$ cat config.mk
export PLATFORM = sky130hd
export DESIGN_NAME = ddr5_cmd_issuer
export DESIGN_NICKNAME = d
export VERILOG_FILES = /design/src/rtl/ddr5_cmd_issuer.sv
export SDC_FILE = /design/constraint.sdc
export NUM_CORES = 1
export LEC_CHECK = 0
export CAP_MARGIN = 20
export CORE_MARGIN = 3
export CORE_UTILIZATION = 40
export CTS_CLUSTER_DIAMETER = 80
export DETAILED_ROUTE_END_ITERATION = 16
export MAX_ROUTING_LAYER = met4
export PLACE_DENSITY = 0.77
export SYNTH_ARGS = -nofsm -noshare
export SYNTH_HDL_FRONTEND = slang
export SYNTH_SLANG_ARGS = --single-unit
$ cat constraint.sdc
create_clock -name clk -period 2.7 [get_ports clk]
set_clock_uncertainty 0.15 [all_clocks]
set_input_delay 0.54 -clock clk [delete_from_list [all_inputs] [get_ports clk]]
set_output_delay 0.54 -clock clk [all_outputs]
set_load 0.05 [all_outputs]
$ cat src/rtl/ddr5_cmd_issuer.sv
// DDR5 closed-page command issuer: one request in flight,
// ACT0/ACT1 -> RD/WR pair -> PRE, all timing off one cycle counter.
module ddr5_cmd_issuer #(
   parameter int T_RCD   = 39,
   parameter int T_RAS   = 76,
   parameter int T_RTP   = 18,
   parameter int T_CWL   = 38,
   parameter int T_BURST = 8,
   parameter int T_WR    = 72,
   parameter int T_RP    = 39
) (
   input  logic        clk,
   input  logic        rst_n,
   input  logic        req_valid,
   output logic        req_ready,
   input  logic [1:0]  req_opn,
   input  logic [33:0] req_addr,
   output logic        cmd_valid,
   output logic [2:0]  cmd_code,
   output logic        cmd_chan,
   output logic [2:0]  cmd_bg,
   output logic [1:0]  cmd_bank,
   output logic [15:0] cmd_row,
   output logic [9:0]  cmd_col,
   output logic        req_done
);

   localparam int RD_END = T_RCD + T_RTP;
   localparam int WR_END = T_RCD + T_CWL + T_BURST + T_WR;
   localparam int RD_P0  = (T_RAS > RD_END) ? T_RAS : RD_END;
   localparam int WR_P0  = (T_RAS > WR_END) ? T_RAS : WR_END;
   // PRE can never come before the CAS pair has gone out
   localparam int P_RD   = (RD_P0 > T_RCD + 2) ? RD_P0 : T_RCD + 2;
   localparam int P_WR   = (WR_P0 > T_RCD + 2) ? WR_P0 : T_RCD + 2;
   localparam int P_MAX  = (P_RD > P_WR) ? P_RD : P_WR;
   localparam int CW     = $clog2(P_MAX + T_RP + 1);

   localparam logic [2:0] C_NOP  = 3'd0;
   localparam logic [2:0] C_ACT0 = 3'd1;
   localparam logic [2:0] C_ACT1 = 3'd2;
   localparam logic [2:0] C_RD0  = 3'd3;
   localparam logic [2:0] C_RD1  = 3'd4;
   localparam logic [2:0] C_WR0  = 3'd5;
   localparam logic [2:0] C_WR1  = 3'd6;
   localparam logic [2:0] C_PRE  = 3'd7;

   typedef enum logic [3:0] {
      S_IDLE,
      S_ACT0,
      S_ACT1,
      S_WAIT_RCD,
      S_CAS0,
      S_CAS1,
      S_WAIT_PRE,
      S_PRE,
      S_WAIT_RP
   } state_t;

   state_t          r_state;
   state_t          w_state_nxt;
   logic [CW-1:0]   r_cnt;
   logic            r_done;
   logic            r_rdy_en;
   logic            r_wr;
   logic [15:0]     r_row;
   logic [9:0]      r_col;
   logic [1:0]      r_bank;
   logic [2:0]      r_bg;
   logic            r_chan;
   logic            w_done_nxt;
   logic            w_accept;
   logic [CW-1:0]   w_rcd_m1;
   logic [CW-1:0]   w_pre_m1;
   logic [CW-1:0]   w_end_m1;
   logic            w_unused;

   assign w_unused  = ^req_addr[1:0];
   assign req_ready = (r_state == S_IDLE) & r_rdy_en;
   assign w_accept  = req_valid & req_ready;
   assign req_done  = r_done;

   // Counter holds cycles since ACT0; each wait ends one cycle early
   assign w_rcd_m1 = CW'(T_RCD - 1);
   assign w_pre_m1 = r_wr ? CW'(P_WR - 1) : CW'(P_RD - 1);
   assign w_end_m1 = r_wr ? CW'(P_WR + T_RP - 1)
                          : CW'(P_RD + T_RP - 1);

   always_ff @(posedge clk) begin
      if (!rst_n) begin
         r_state  <= S_IDLE;
         r_cnt    <= '0;
         r_done   <= 1'b0;
         r_rdy_en <= 1'b0;
         r_wr     <= 1'b0;
         r_row    <= '0;
         r_col    <= '0;
         r_bank   <= '0;
         r_bg     <= '0;
         r_chan   <= 1'b0;
      end else begin
         r_state  <= w_state_nxt;
         r_cnt    <= (r_state == S_IDLE) ? '0 : r_cnt + CW'(1);
         r_done   <= w_done_nxt;
         r_rdy_en <= 1'b1;
         if (w_accept) begin
            r_wr   <= (req_opn == 2'd1);
            r_row  <= req_addr[33:18];
            r_col  <= {req_addr[17:12], req_addr[5:2]};
            r_bank <= req_addr[11:10];
            r_bg   <= req_addr[9:7];
            r_chan <= req_addr[6];
         end
      end
   end

   always_comb begin
      w_state_nxt = r_state;
      w_done_nxt  = 1'b0;
      unique case (r_state)
         S_IDLE: begin
            if (w_accept) begin
               if (req_opn == 2'd3) w_done_nxt  = 1'b1;
               else                 w_state_nxt = S_ACT0;
            end
         end
         S_ACT0: w_state_nxt = S_ACT1;
         S_ACT1, S_WAIT_RCD: begin
            w_state_nxt = (r_cnt == w_rcd_m1) ? S_CAS0 : S_WAIT_RCD;
         end
         S_CAS0: w_state_nxt = S_CAS1;
         S_CAS1, S_WAIT_PRE: begin
            w_state_nxt = (r_cnt == w_pre_m1) ? S_PRE : S_WAIT_PRE;
         end
         S_PRE, S_WAIT_RP: begin
            if (r_cnt == w_end_m1) begin
               w_state_nxt = S_IDLE;
               w_done_nxt  = 1'b1;
            end else begin
               w_state_nxt = S_WAIT_RP;
            end
         end
         default: w_state_nxt = S_IDLE;
      endcase
   end

   always_comb begin
      cmd_code = C_NOP;
      cmd_row  = '0;
      cmd_col  = '0;
      unique case (r_state)
         S_ACT0: begin
            cmd_code = C_ACT0;
            cmd_row  = r_row;
         end
         S_ACT1: begin
            cmd_code = C_ACT1;
            cmd_row  = r_row;
         end
         S_CAS0: begin
            cmd_code = r_wr ? C_WR0 : C_RD0;
            cmd_col  = r_col;
         end
         S_CAS1: begin
            cmd_code = r_wr ? C_WR1 : C_RD1;
            cmd_col  = r_col;
         end
         S_PRE: cmd_code = C_PRE;
         default: cmd_code = C_NOP;
      endcase
   end

   assign cmd_valid = (cmd_code != C_NOP);
   assign cmd_chan  = cmd_valid ? r_chan : 1'b0;
   assign cmd_bg    = cmd_valid ? r_bg   : 3'd0;
   assign cmd_bank  = cmd_valid ? r_bank : 2'd0;

endmodule

After elaboration in Yosys (flattened, before gate mapping)
Index checks and enable logic that the tools add are counted.
{ "op_classes": {"addsub": 1, "n_bitwise": 3, "muxes": 21, "n_eq_ne": 15, "reduce_logical": 9} }
{ "ops": {"columns": ["cell", "n"], "rows": [
  ["$pmux W4 S6", 1],
  ["$eq A4 B3 Y1 const B", 4],
  ["$eq A8 B8 Y1", 2],
  ["$mux W16", 1],
  ["$mux W8", 2],
  ["$pmux W3 S5", 1],
  ["$mux W4", 3],
  ["$reduce_or A2 Y1", 6],
  ["$mux W10", 1],
  ["$mux W3", 3],
  ["$add A8 B1 Y8 const B", 1],
  ["$eq A4 B2 Y1 const B", 2],
  ["$eq A8 B6 Y1 const B", 1],
  ["$mux W1", 6],
  ["$eq A4 B1 Y1 const B", 1],
  ["$eq A4 B4 Y1 const B", 1],
  ["$logic_not A4 Y1", 1],
  ["$mux W2", 2],
  ["$ne A2 B2 Y1 const B", 2],
  ["$reduce_bool A3 Y1", 1],
  ["$and A1 B1 Y1", 2],
  ["$eq A2 B1 Y1 const B", 1],
  ["$eq A2 B2 Y1 const B", 1],
  ["$pmux W1 S2", 1],
  ["2 further kinds", 2]
]} }
{ "totals": {"elab_cells": 59, "output_inout_bits": 38, "reg_bits": 47} }

Longest topological paths before layout
{ "logic_depth": {"word_depth": 5, "ltp_mapped": 6} }

Worst setup path before layout
No wires, ideal clock.
{ "synth_path": {"path_type": "register -> output", "startpoint": "reg r_state[1]", "endpoint": "out cmd_code[1]", "path_slack_ps": -40, "t_required_ps": 2010, "t_arrival_ps": 2050, "n_path_buf": 1, "path_stages_with_launch": 6, "path_cell_list": "dfxtp_1 > buf_4 > inv_1 > nor2_1 > nor2_1 > a211oi_1"} }
{ "synth_via": {"elab_chain_len": 2} }
{ "synth_lines": {"columns": ["element", "line", "source"], "rows": [
  ["start, declared", "59", "state_t r_state;"],
  ["start signal, assigned", "101", "r_state <= w_state_nxt;"],
  ["$eq A4 B3 Y1 (tied with other cells)", "150", "unique case (r_state)"],
  ["$pmux W3 S5 (*)", "150", null],
  ["end, declared", "19", "output logic [2:0] cmd_code,"]
]} }
Every way passes the cells marked *; elsewhere a longest branch is shown, timed or not.

Final worst setup path
{ "layout_path": {"startpoint": "reg r_state[0]", "endpoint": "out cmd_bank[1]"} }
{ "layout_via": {"elab_chain_len": 4} }
{ "layout_lines": {"columns": ["element", "line", "source"], "rows": [
  ["$eq A4 B3 Y1 (tied with other cells)", "150", null],
  ["$pmux W3 S5 (*)", "150", null],
  ["$reduce_bool A3 Y1 (*)", "172", "assign cmd_valid = (cmd_code != C_NOP);"],
  ["$mux W2 (*)", "175", "assign cmd_bank = cmd_valid ? r_bank : 2'd0;"],
  ["end, declared", "22", "output logic [1:0] cmd_bank,"]
]} }
Marked as above.

==> key figures <==
Layout
  – Commonest non-fill, non-tap cell in the layout: nand2_1
  – Final instance area: 0.00356 mm2
  – Layout cells sized above 1: 0.165
  – Post-layout util: 0.667
  – N_diodes: 0
  – Most frequent cells in the layout: nand2_1, dfxtp_1, clkdlybuf4s50_1
  – Area grow syn2layout: 54.9%
  – Fin nets: 392

Placed design
  – Placer congestion estimate: 0.861
  – Final HPWL DP: 4260 um
  – Port Buffers: 74
  – Pre-CTS setup slack: 423 ps
  – Placed cell area: 0.00345 mm2

Power and ir drop
  – PD cells: 407 mW/mm2
  – Design internal power: 1.08 mW
  – Switching power share of the total: 0.254
  – Switching pwr: 0.368 mW
  – Comb pwr share: 0.177
  – Total design power: 1.45 mW
  – Register share of total power: 0.508
  – Clock power frac: 0.315
  – Leak: 1.35 nW
  – Peak VDD IR: 0.257 mV

STA
  – Slew at the pin closest to its max-slew limit: 566 ps
  – Fin. max-slew vios: 0
  – Final Hold Fails: 0
  – Worst rel slew slack: 0.621
  – Max frequency: 393 MHz
  – Final setup viols: 0
  – Period utilization: 0.943
  – Min setup slack post-route: 155 ps
  – Min cycle time layout: 2540 ps
  – Unrepaired setup endpoints after global routing: no
  – Setup_tns: 0 ps

GRT
  – Largest net degree at the start of global routing: 35
  – Initial antenna violation count: 0
  – Total gr overflow: 0
  – First-pass GRT wire length: 9720 um
  – Total GRT Usage: 0.193
  – Number of global-route vias before repair: 2109

Logic synthesis
  – Register area share after synthesis: 0.410
  – Cell Area, Synth: 0.00230 mm2
  – Top FF cell, synth: dfxtp_1
  – Async SR Flop Fraction: 0
  – Seq cells post-synth: 47
  – Post-synth EDFFs: 0
  – Syn Nets: 322
  – Synth Warn #: 0
  – Number of distinct library cells after synthesis: 41
  – Cell count after synthesis: 281
  – Mean Syn Cell Area: 8.18 um2

Setup path
  – WP data arrival: 1850 ps
  – Crit end category: primary output
  – CP cell instances: xnor2_1, nor2b_1, a211oi_4, and2_1, buf_12
  – Highest cell delay on the worst timing path: 430 ps
  – CP required: 2010 ps
  – Worst path slowest cell: a211oi_4
  – Startpoint Class: register
  – Crit path kind: register to primary output
  – Worst Path Max Fanout: 7

Clock tree
  – CTS Hold Bufs: 0
  – H-tree Lvls: 2
  – Clock buffer count from CTS: 5
  – Clk buf depth: 2
  – Clk_lat worst skew: 290 ps
  – Post-CTS Setup Repair Bufs: 0
  – CTS tree: yes
  – Root Driver: clkbuf_8
  – Clock slew at reported path FFs: 80 ps
  – Clock sinks: 47

Min path
  – HP Class: register to register

Detailed routing
  – Via Count: 2165
  – # DRC: 0
  – Routed Antenna Nets: 0
  – Initial DRC count: 134
  – Drt total wl: 5930 um
  – Vias per cell: 5.13
  – Drt wl/cell: 14.0 um
  – DRT Pass-1 Iters: 4

Floorplanning
  – Total core area: 0.00534 mm2
  – Num ports: 77
  – Row Count: 26
  – Die X: 81.8 um
  – Die H: 81.8 um
  – Die Footprint: 0.00669 mm2
  – Initial Util: 0.431

Outcome
  – Status: complete, no violations

Job
  – Max_cap viols: 0
registers in the layout, summed over array words and instances, names as in the netlist:
register	flops
r_bank	2
r_bg	3
r_chan	1
r_cnt	8
r_col	10
r_rdy_en	1
r_row	16
r_state	4
r_wr	1
req_done	1
path summary, 6_finish.rpt:
check,slack (ps),depth (start not counted),from,end
hold / removal,300,2,r_row[10]$_SDFFE_PN0P_,r_row[10]$_SDFFE_PN0P_
setup / recovery,160,5,r_state[0]$_SDFFE_PN0P_,cmd_bank[1]
setup reg to reg,710,6,r_state[2]$_SDFFE_PN0P_,r_wr$_SDFFE_PN0P_
hold reg to reg,300,2,r_row[10]$_SDFFE_PN0P_,r_row[10]$_SDFFE_PN0P_
Yosys cell counts (all sizes together), types with 3 or more instances:
cell     n  share of area
dfxtp   47           0.41
nand2   71           0.12
xnor2    4          0.015
xor2     3          0.011
nor4     3          0.015
buf      8          0.026
and3    12          0.033
a21oi    6          0.013
nand2b   4          0.011
nor2b    4          0.011
a211oi   4          0.019
clkbuf  12          0.020
nand3    5          0.011
nor2    14          0.023
nor3     4          0.011
a21boi  33           0.11
and2    23          0.063
area by class of cell:
type                            instances  area (um2)
Tap cell                               70        87.6
Sequential cell                        47         941
Fill cell                             451        1780
Inverter                                2        7.51
Clock buffer                            8         100
Timing Repair Buffer                   83        1170
Multi-Input combinational cell        212        1260
power groups by stage:
| stage | logic, mW | clock network (mW) | registers, mW |
|---|---|---|---|
| 2_1_floorplan | 0.138 | 0 | 0.749 |
| 3_5_place_dp | 0.255 | 0 | 0.752 |
| 4_1_cts | 0.257 | 0.467 | 0.736 |
| 5_1_grt | 0.278 | 0.493 | 0.740 |
| 6_report | 0.256 | 0.457 | 0.736 |
| 3_3_place_gp | 0.252 | 0 | 0.750 |
critical path: cells and delay by family (launching register included):
family	cells	cell delay, ps
flip-flops	1	320
AND/OR/NAND/NOR	2	450
AO/OA/AOI/OAI	1	430
buffers and inverters	1	150
XOR/XNOR	1	210
metal layers:
layer / vias to the layer above / track usage / share of wire
met5: - / - / 0
met4: 0 / 0.0615 / 0.016
met3: 6 / 0.0504 / 0.060
met2: 61 / 0.326 / 0.52
met1: 1025 / 0.224 / 0.41
li1: 1073 / - / -
logic make-up after synthesis:
| group | after synthesis | synth area share |
|---|---|---|
| simple gates | 152 | 0.338 |
| compound gates | 50 | 0.162 |
| flops | 47 | 0.410 |
| buf+inv | 22 | 0.0485 |
| xor+xnor | 7 | 0.0267 |
| fa+ha+maj | 2 | 0.0109 |
| mux | 1 | 0.00436 |
what timing repair did:
action | 4_1_cts | 5_1_grt
gates resized for setup | 0 | 1
setup endpoints to repair | 0 | 16
endpoints found under the hold margin | 0 | 0
per-stage QoR:
step           cells  hold WS (ps)
5_1_grt          422           323
2_1_floorplan    281           280
3_5_place_dp     414           292
4_1_cts          422           304
6_report         422           300
3_3_place_gp     414           286
(Power assumes the default switching activity.)
